$ cat config.mk
export PLATFORM = sky130hd
export DESIGN_NAME = mux4
export DESIGN_NICKNAME = d
export VERILOG_FILES = /design/src/rtl/mux4_pkg.sv /design/src/rtl/mux4_sel.sv /design/src/rtl/mux4.sv
export SDC_FILE = /design/constraint.sdc
export NUM_CORES = 1
export LEC_CHECK = 0
export BUFFER_PORTS_ARGS = -buffer_cell sky130_fd_sc_hd__buf_2
export CAP_MARGIN = 20
export CORE_MARGIN = 2
export CORE_UTILIZATION = 30
export CTS_CLUSTER_SIZE = 12
export DETAILED_ROUTE_END_ITERATION = 10
export GPL_TIMING_DRIVEN = 0
export PLACE_DENSITY = 0.64
export SLEW_MARGIN = 15
export SYNTH_ARGS = -nofsm -noshare
export SYNTH_HDL_FRONTEND = slang
export SYNTH_SLANG_ARGS = --single-unit
$ cat constraint.sdc
create_clock -name i_clk -period 0.8 [get_ports i_clk]
set_input_delay 0.12 -clock i_clk [delete_from_list [all_inputs] [get_ports i_clk]]
set_output_delay 0.12 -clock i_clk [all_outputs]
set_load 0.005 [all_outputs]
$ cat src/rtl/mux4_pkg.sv
// Shared types and helpers for the mux4 slice: select-code type and change test.
package mux4_pkg;

  localparam int SEL_W = 2;

  typedef logic [SEL_W-1:0] sel_t;

  function automatic logic sel_changed(input sel_t a, input sel_t b);
    return (a != b);
  endfunction

endpackage

$ cat src/rtl/mux4_sel.sv
// Purely combinational 4:1 selector; an unknown select propagates X rather than picking an input.
module mux4_sel
  import mux4_pkg::*;
#(
  parameter int WIDTH = 8
) (
  input  logic [WIDTH-1:0] i_0,
  input  logic [WIDTH-1:0] i_1,
  input  logic [WIDTH-1:0] i_2,
  input  logic [WIDTH-1:0] i_3,
  input  sel_t             i_sel,
  output logic [WIDTH-1:0] o_out
);

  localparam sel_t SEL_0 = 2'd0;
  localparam sel_t SEL_1 = 2'd1;
  localparam sel_t SEL_2 = 2'd2;
  localparam sel_t SEL_3 = 2'd3;

  always_comb begin
    o_out = 'x;
    case (i_sel)
      SEL_0:   o_out = i_0;
      SEL_1:   o_out = i_1;
      SEL_2:   o_out = i_2;
      SEL_3:   o_out = i_3;
      default: o_out = 'x;
    endcase
  end

endmodule

$ cat src/rtl/mux4.sv
// 4:1 mux with zero-latency output plus an enabled capture register and a select-change pulse.
module mux4
  import mux4_pkg::*;
#(
  parameter int WIDTH = 8
) (
  input  logic             i_clk,
  input  logic             i_rst_n,
  input  logic [WIDTH-1:0] i_0,
  input  logic [WIDTH-1:0] i_1,
  input  logic [WIDTH-1:0] i_2,
  input  logic [WIDTH-1:0] i_3,
  input  sel_t             i_sel,
  input  logic             i_en,
  output logic [WIDTH-1:0] out,
  output logic [WIDTH-1:0] out_q,
  output sel_t             o_sel_q,
  output logic             o_chg
);

  logic [WIDTH-1:0] w_out;
  logic [WIDTH-1:0] r_out_q;
  sel_t             r_sel_q;
  logic             r_chg;

  mux4_sel #(
    .WIDTH (WIDTH)
  ) u_sel (
    .i_0   (i_0),
    .i_1   (i_1),
    .i_2   (i_2),
    .i_3   (i_3),
    .i_sel (i_sel),
    .o_out (w_out)
  );

  // The change pulse compares against the previously captured select, so it lasts one edge only.
  always_ff @(posedge i_clk or negedge i_rst_n) begin
    if (!i_rst_n) begin
      r_out_q <= '0;
      r_sel_q <= '0;
      r_chg   <= 1'b0;
    end else if (i_en) begin
      r_out_q <= w_out;
      r_sel_q <= i_sel;
      r_chg   <= sel_changed(i_sel, r_sel_q);
    end else begin
      r_chg   <= 1'b0;
    end
  end

  assign out     = w_out;
  assign out_q   = r_out_q;
  assign o_sel_q = r_sel_q;
  assign o_chg   = r_chg;

endmodule

==> metrics.yaml, run 1 <==
pwr:
  ir_drop_mv: 0.733
  pwr-share-clk: 0.218
  p_switching_uw: 519
  switching_share: 0.294
  combPwrFrac: 0.409
  leakage_nw: 0.697
  seq_power_share: 0.373
  powerDensity_nw_per_um2: 1290
  power.internal_mw: 1.25
grt:
  grt_overflow: 0
  grt_pass1_vias: 825
  antenna_found_initial: 0
  grt_usage: 0.173
  grt_max_degree: 12
  grt_pass1_wl_um: 3530
clock_tree:
  clock_latency_ns: 0.26
  root_buffer: "clkbuf_4"
  clockBufferDepth: 2
  cts_buffers: 3
  clkTransAtPathRegs_ns: 0.08
  cts_tree: "built"
  cts_sinks: 11
  h-tree-depth: 1
layout:
  area_growth_pct: 85.3
  drive_gt1_frac: 0.664
  final_nets: 178
  final_design_area_no_fill_um2: 1370
  diodes: 0
timing:
  fmax_mhz: 1050
  hold_violations: 0
  slew_viol_final: 0
  skew_ns: 0.000385
  finalCriticalPeriod_ns: 0.953
  rsz0062_at_grt: "true"
  worst_pin_slew_ns: 0.401
  fin_tns_setup_ns: -2.44
  fin_ws_ns: -0.153
  period_share: 1.19
  finalSetupViolCount: 23
  slew_headroom: 0.733
worst_setup_path:
  path_class: "input pin to output pin"
  arrival_ns: 0.83
  cp.required_ns: 0.68
  startpoint_type: "input pin"
  r2r_cells: 2
  end_kind: "output pin"
  crit_path_max_fanout: 6
route:
  ant_nets: 0
  routed_wl_um: 2420
  drtPass1Iterations: 6
  drc: 0
  routedWlPerCell_um: 14.4
  drt_iter0_markers: 21
  via_per_inst: 4.83
  vias: 812
status:
  violations: "negative setup slack"
  status: "complete, but fails checks"
die:
  boundaryPins: 56
  core.rowCount: 17
  start_util: 0.324
  die_x_um: 53.6
  coreArea_um2: 2280
  die_area_um2: 2870
  die_h_um: 53.6
hold_path:
  min_path_cells: 3
  hold_class: "input pin to flip-flop"
logic_synthesis:
  yosys_register_bits: 11
  synth_cells: 64
  yosys_warnings: 0
  synth_area_leader_cell: "dfrtp_1"
  syn_avg_cell_area_um2: 11.5
  synth.area.top_cells: "dfrtp_1, mux2i_1, o221ai_1"
  ys_types: 15
  syn_area_um2: 738
  ys_seq_area_frac: 0.373
  synth_nets: 101
  yosysTopAreaCellShare: 0.373
placement:
  place.gp.congestion: 0.673
  numPortBuffers: 54
  place_hpwl_um: 1580
  dpl_cell_area_um2: 1050
job:
  maxCapViolCount: 0
## critical path: stages
cell and delay (ns):
buf_16 0.11, buf_4 0.13, mux2i_2 0.23, mux2i_1 0.09, buf_2 0.14
## flip-flops by register name (all words and copies together) (netlist names)
signal,count
out_q,8
o_sel_q,2
o_chg,1
## cell families (layout without fill, tap and decap cells)
family	Yosys count	in the layout	synth area share
xor gates and xnor gates	2	2	0.0237
AOI/OAI and AO/OA	10	10	0.112
and+or+nand+nor	10	10	0.0813
DFF	11	11	0.373
muxes	25	25	0.341
buffers and inverters	6	82	0.0695
## routing by layer
metal / vias up / global-route usage / wire length [um]
li1: 392 / - / -
met1: 376 / 0.212 / 1020
met2: 42 / 0.317 / 1220
met3: 2 / 0.0250 / 182
met4: 0 / 0.0385 / 8
met5: - / 0 / 0
## cells in the mapped netlist
cell type / n
mux2i_1: 24
dfrtp_1: 11
nand2b_1: 9
o221ai_1: 8
xnor2_1: 2
a21boi_1: 1
buf_1: 1
buf_12: 1
buf_2: 1
buf_4: 1
buf_6: 1
inv_1: 1
mux2_2: 1
nand2_1: 1
o21ai_0: 1
## through the flow
stage	hold slack [ns]	instances	power, mW	setup slack (ns)	util
2_1_floorplan	-0.176	64	0.917	-0.0120	-
6_report	0.180	168	1.77	-0.153	0.601
3_5_place_dp	0.00540	146	1.16	-0.248	0.462
4_1_cts	0.167	165	1.68	-0.134	0.556
3_3_place_gp	-0.000210	146	1.15	-0.226	0.462
5_1_grt	0.204	168	1.86	-0.218	0.601
## power groups by stage
stage                     clock network, mW  logic (mW)  registers [mW]
after floorplan                           0       0.242           0.674
after global placement                    0       0.482           0.667
after detailed placement                  0       0.491           0.670
after CTS                             0.400       0.627           0.656
after global routing                  0.413       0.781           0.665
final                                 0.385       0.723           0.659
## timing repair
| action | in CTS | in global routing |
|---|---|---|
| gates resized for setup | 7 | 16 |
| buffers inserted | 13 | 3 |
| pin swaps | 0 | 1 |
| endpoints found under the hold margin | 11 | 0 |
| cloned | 1 | 0 |
| hold buffers | 1 | 0 |
| setup endpoints to repair | 19 | 29 |
## cells in the final DEF (no fill, tap or decap), drive strengths merged
| master | count |
|---|---|
| mux2i | 24 |
| clkbuf | 4 |
| dlygate4sd3 | 1 |
| o21ai | 1 |
| nand2 | 1 |
| dfrtp | 11 |
| o221ai | 8 |
| a21boi | 1 |
| mux2 | 1 |
| inv | 1 |
| nand2b | 9 |
| xnor2 | 2 |
| buf | 76 |
## layout make-up
cell class / count / area [um2]
buffer: 5 / 63.8
clock buffer: 4 / 26.3
fill: 201 / 908
inverter: 1 / 3.75
multi-input combinational: 47 / 499
sequential: 11 / 275
tap: 28 / 35.0
timing repair buffer: 72 / 464
## worst paths after layout
check	startpoint	to	slack, ns
setup / recovery	i_sel[1]	out[3]	-0.15
setup reg to reg	o_sel_q[1]	o_sel_q[1]	-0.09
min in group asynchronous	i_rst_n	out_q[5]	0.25
max in group asynchronous	i_rst_n	o_chg	0.34
hold reg to reg	out_q[1]	out_q[1]	0.50
hold / removal	i_1[4]	out_q[4]	0.18
(Power assumes the default switching activity.)
==> run 2: changes to the inputs <==
Settings changed: PLACE_DENSITY 0.64 to 0.67, SYNTH_HIERARCHICAL set to 1.
==> run 2 against run 1 <==
Compared with the run above:
- sequential power grew 2%
- clock skew grew 0.0027 ns
- utilization shrank 1.7 points
- cell area shrank 14%
- final cell count shrank 18%
- maximum frequency shrank 5.2%
- worst hold slack lost 0.039 ns
- the run still ends with negative setup slack left
- sequential share of layout area grew 3.2 points
- area after synthesis shrank 11%
- via count shrank 23%
- total power shrank 2.2%
- flip-flop and latch count is the same
==> metrics.yaml, run 2 <==
timing:
  slew_viol_final: 0
  hold_violations: 0
  skew_ns: 0.00311
  finalSetupViolCount: 30
  fin_tns_setup_ns: -3.76
  period_share: 1.26
  fin_ws_ns: -0.205
  rsz0062_at_grt: "true"
  finalCriticalPeriod_ns: 1.00
  fmax_mhz: 995
  worst_pin_slew_ns: 0.245
  slew_headroom: 0.837
logic_synthesis:
  yosysMostFrequentCell: "dfrtp_1"
  synth_edf_count: 0
  ys_types: 8
  ys.flop_type: "dfrtp_1"
  yosysTopAreaCellShare: 0.418
  synth.area.top_cells: "dfrtp_1, mux4_2, mux2_4"
  yosys_warnings: 6
  synthArstFlopShare: 1.00
  synth_cells: 35
  ys_seq_area_frac: 0.418
  synth_area_leader_cell: "dfrtp_1"
  yosys_register_bits: 11
  syn_area_um2: 658
  syn_avg_cell_area_um2: 18.8
  ys_top_cells_by_count: "dfrtp_1, mux2_4, mux4_2"
  synth_nets: 72
route:
  routedWlPerCell_um: 12.8
  drtPass1Iterations: 4
  vias: 625
  ant_nets: 0
  drt_iter0_markers: 9
  drc: 0
  routed_wl_um: 1770
  via_per_inst: 4.53
job:
  maxCapViolCount: 0
grt:
  grt_pass1_vias: 636
  grt_usage: 0.144
  antenna_found_initial: 0
  grt_pass1_wl_um: 2710
  grt_max_degree: 12
  grt_overflow: 0
clock_tree:
  clock_latency_ns: 0.27
  cts_buffers: 3
  cts_tree: "built"
  cts_sinks: 11
  clockBufferDepth: 2
  clkTransAtPathRegs_ns: 0.06
  h-tree-depth: 1
  root_buffer: "clkbuf_4"
die:
  coreArea_um2: 2020
  start_util: 0.325
  boundaryPins: 56
  core.rowCount: 16
  die_x_um: 50.8
  die_area_um2: 2580
  die_h_um: 50.8
layout:
  drive_gt1_frac: 0.865
  finalCoreUtilization: 0.584
  multi_input_area_um2: 359
  layout_common_cells: "buf_2, dfrtp_1, buf_4"
  final_nets: 149
  largest_reg_flops: 8
  final_common_cell: "buf_2"
  diodes: 0
  area_growth_pct: 79.5
  regArea_um2: 275
  fill_cells: 187
worst_setup_path:
  crit_chain: "clkbuf_16 > mux4_2 > buf_2"
  end_kind: "output pin"
  crit_path_max_fanout: 4
  startpoint_type: "input pin"
  critPathMaxStageDelay_ns: 0.50
  path_class: "input pin to output pin"
  cp_slowest_cell: "mux4_2"
  cp.required_ns: 0.68
  arrival_ns: 0.88
placement:
  numPortBuffers: 55
  place.gp.congestion: 0.627
pwr:
  ir_drop_mv: 0.749
  powerDensity_nw_per_um2: 1460
  leakage_nw: 0.619
status:
  status: "complete, but fails checks"
  violations: "negative setup slack"
hold_path:
  hold_class: "input pin to flip-flop"
[run 2: changes by cell type after synthesis, moves of 8 or more]
cell,delta
mux4_2,+8
mux2i_1,-24
mux2_4,+9
nand2b_1,-9
o221ai_1,-8
[run 2: final timing paths]
kind                           from       end  slack (ns)  cells after the start
min in group asynchronous   i_rst_n  out_q[4]        0.24                      2
setup / recovery           i_sel[0]    out[5]       -0.20                      3
hold reg to reg            out_q[4]  out_q[4]        0.60                      2
hold / removal                 i_en  out_q[5]        0.14                      2
setup reg to reg           out_q[2]  out_q[2]       -0.09                      2
max in group asynchronous   i_rst_n  out_q[5]        0.36                      2
[run 2: through the flow]
step           worst slack (ns)  area, um2  cells  hold slack (ns)  power [mW]
3_3_place_gp             -0.512        980    117         -0.00139        1.18
3_5_place_dp             -0.524        980    117         0.000172        1.20
2_1_floorplan            -0.328        671     35           -0.176       0.953
5_1_grt                  -0.226       1180    138            0.128        1.85
4_1_cts                  -0.328       1110    133           0.0927        1.69
6_report                 -0.205       1180    138            0.140        1.73
[run 2: final cells by class]
cell class | count | share of cell area
flip-flops and latches | 11 | 0.233
plain buffers | 2 | 0.0191
well taps | 27 | 0.0286
clock buffers | 4 | 0.0222
repair buffers | 73 | 0.393
multi-input cells | 21 | 0.304
[run 2: cells by family after synthesis]
family          share of synthesized area
xor+xnor                           0.0266
flops                               0.418
compound gates                     0.0171
mux                                 0.496
buf+inv                            0.0418
[run 2: repair_timing]
action / CTS / global route
hold buffers: 1 / 0
hold endpoints to repair: 11 / 0
gates cloned: 0 / 1
pin swaps: 0 / 0
gates resized for setup: 4 / 9
endpoints found under the setup margin: 27 / 30
setup buffers: 11 / 5
[run 2: power by group]
group / total, mW / internal [mW] / switching (mW)
clock: 0.369 / 0.193 / 0.176
combinational: 0.687 / 0.477 / 0.209
sequential: 0.672 / 0.633 / 0.0392
[run 2: critical path, delay by kind of cell]
kind	cells	cell delay (ns)
buffers and inverters	2	0.26
multiplexers	1	0.50
[run 2: per-layer routing]
layer  vias to the layer above  GRT usage  routed length (um)
li1                        293          -                   -
met1                       297      0.157                 618
met2                        33      0.274                 987
met3                         2     0.0205                 141
met4                         0     0.0676                  19
met5                         -          0                   0
==> run 3: changes to the inputs <==
Settings changed: SKIP_CTS_REPAIR_TIMING set to 1.
==> run 3 against run 2 <==
Compared with the run above:
- the flow still finishes with violations (negative setup slack)
- combinational power shrank 4.1%
- via count shrank 2.7%
- die area is the same
- critical path type unchanged
- clock-buffer cell count is the same
- final cell count shrank 1.4%
- setup slack lost 0.016 ns
- critical endpoint is now out[3]
- first-iteration DRC count shrank 44%
- sequential share of layout area grew 0.45 points
- cell area shrank 1.9%
- routed wire length grew 1.8%
==> metrics.yaml, run 3 (synthesis gave the netlist of run 2 again) <==
layout:
  diodes: 0
  area_growth_pct: 76.0
  drive_gt1_frac: 0.862
  final_cells: 136
  final_common_cell: "buf_2"
  layout_common_cells: "buf_2, dfrtp_1, buf_4"
  final_nets: 147
  largest_reg_flops: 8
  final_design_area_no_fill_um2: 1160
timing:
  period_share: 1.28
  worst_pin_slew_ns: 0.241
  slew_viol_final: 0
  fin_tns_setup_ns: -3.82
  finalCriticalPeriod_ns: 1.02
  rsz0062_at_grt: "true"
  hold_violations: 0
  fmax_mhz: 980
  slew_headroom: 0.839
  fin_ws_ns: -0.221
  finalSetupViolCount: 30
  skew_ns: 0.00330
clock_tree:
  cts_tree: "built"
  root_buffer: "clkbuf_4"
  h-tree-depth: 1
  clockBufferDepth: 2
  clkTransAtPathRegs_ns: 0.06
  cts_sinks: 11
  clock_latency_ns: 0.27
  cts_buffers: 3
job:
  maxCapViolCount: 0
hold_path:
  min_path_cells: 2
  min_from: "i_en"
  holdPathEnd: "out_q[5]"
  hold_class: "input pin to flip-flop"
route:
  drc: 0
  routed-wl-met3_um: 135
  topRoutingLayerUsed: "met4"
  routed_wl_um: 1800
  wl_met1_um: 615
  drtPass1Iterations: 3
  dr_wl_met2_um: 1030
  routedWlPerCell_um: 13.2
  vias: 608
  via_per_inst: 4.47
  ant_nets: 0
  drt_iter0_markers: 5
worst_setup_path:
  r2r-end: "out_q[1]"
  r2r_cells: 2
  crit_path_max_fanout: 4
  startpoint_type: "input pin"
  crit_chain: "clkbuf_16 > mux4_2 > buf_2"
  critPathMaxStageDelay_ns: 0.51
  r2r_slack_ns: -0.09
  cp.required_ns: 0.68
  end_kind: "output pin"
  r2r-start: "out_q[1]"
  cp_slowest_cell: "mux4_2"
  arrival_ns: 0.90
  path_class: "input pin to output pin"
pwr:
  power_mw: 1.70
  ir_drop_mv: 0.726
  powerDensity_nw_per_um2: 1470
  leakage_nw: 0.607
die:
  die_x_um: 50.8
  boundaryPins: 56
  die_h_um: 50.8
  die_area_um2: 2580
  core.rowCount: 16
  start_util: 0.325
  coreArea_um2: 2020
status:
  status: "complete, but fails checks"
  violations: "negative setup slack"
grt:
  antenna_found_initial: 0
  grt_max_degree: 12
  grt_overflow: 0
  grt_usage: 0.133
  grt_pass1_vias: 570
  grt_pass1_wl_um: 2480
placement:
  place.gp.congestion: 0.627
  numPortBuffers: 55
  dp.cells: 117
  dpl_cell_area_um2: 980
-- run 3: cell types whose count changed in the layout (fill, tap and decap cells not counted), sizes merged --
cell,before,now
buf,73,71
-- run 3: worst max-delay path by stage --
stage,from,end,cells past startpoint
floorplan,i_sel[0],out_q[0],3
global placement,i_sel[0],out_q[5],4
detailed placement,i_sel[0],out_q[2],4
CTS,i_sel[0],out[2],4
global route,i_sel[0],out[3],3
finish,i_sel[0],out[3],3
-- run 3: cell type report --
cell class	count	area (um2)
timing repair buffer	71	442
clock buffer	4	26.3
tap	27	33.8
multi-input combinational	21	359
fill	196	863
sequential	11	275
buffer	2	22.5
-- run 3: per-stage QoR --
stage / setup slack (ns) / util / hold WS [ns]
2_1_floorplan: -0.328 / - / -0.176
3_3_place_gp: -0.512 / 0.485 / -0.00139
3_5_place_dp: -0.524 / 0.485 / 0.000172
4_1_cts: -0.402 / 0.498 / -0.293
5_1_grt: -0.241 / 0.573 / 0.128
6_report: -0.221 / 0.573 / 0.140
-- run 3: critical path, delay by kind of cell --
family                 cells  cell delay, ns
buffers and inverters      2            0.27
multiplexers               1            0.51
-- run 3: power by group --
part           switching (mW)  total (mW)  leakage [nW]  internal [mW]
clock                   0.177       0.370        0.0150          0.193
sequential             0.0368       0.669         0.129          0.633
combinational           0.206       0.659         0.463          0.453
total                   0.420        1.70         0.607           1.28
-- run 3: routing by layer --
metal / vias up / track usage
li1: 288 / -
met1: 285 / 0.151
met2: 33 / 0.241
met3: 2 / 0.0205
met4: 0 / 0.0676
met5: - / 0
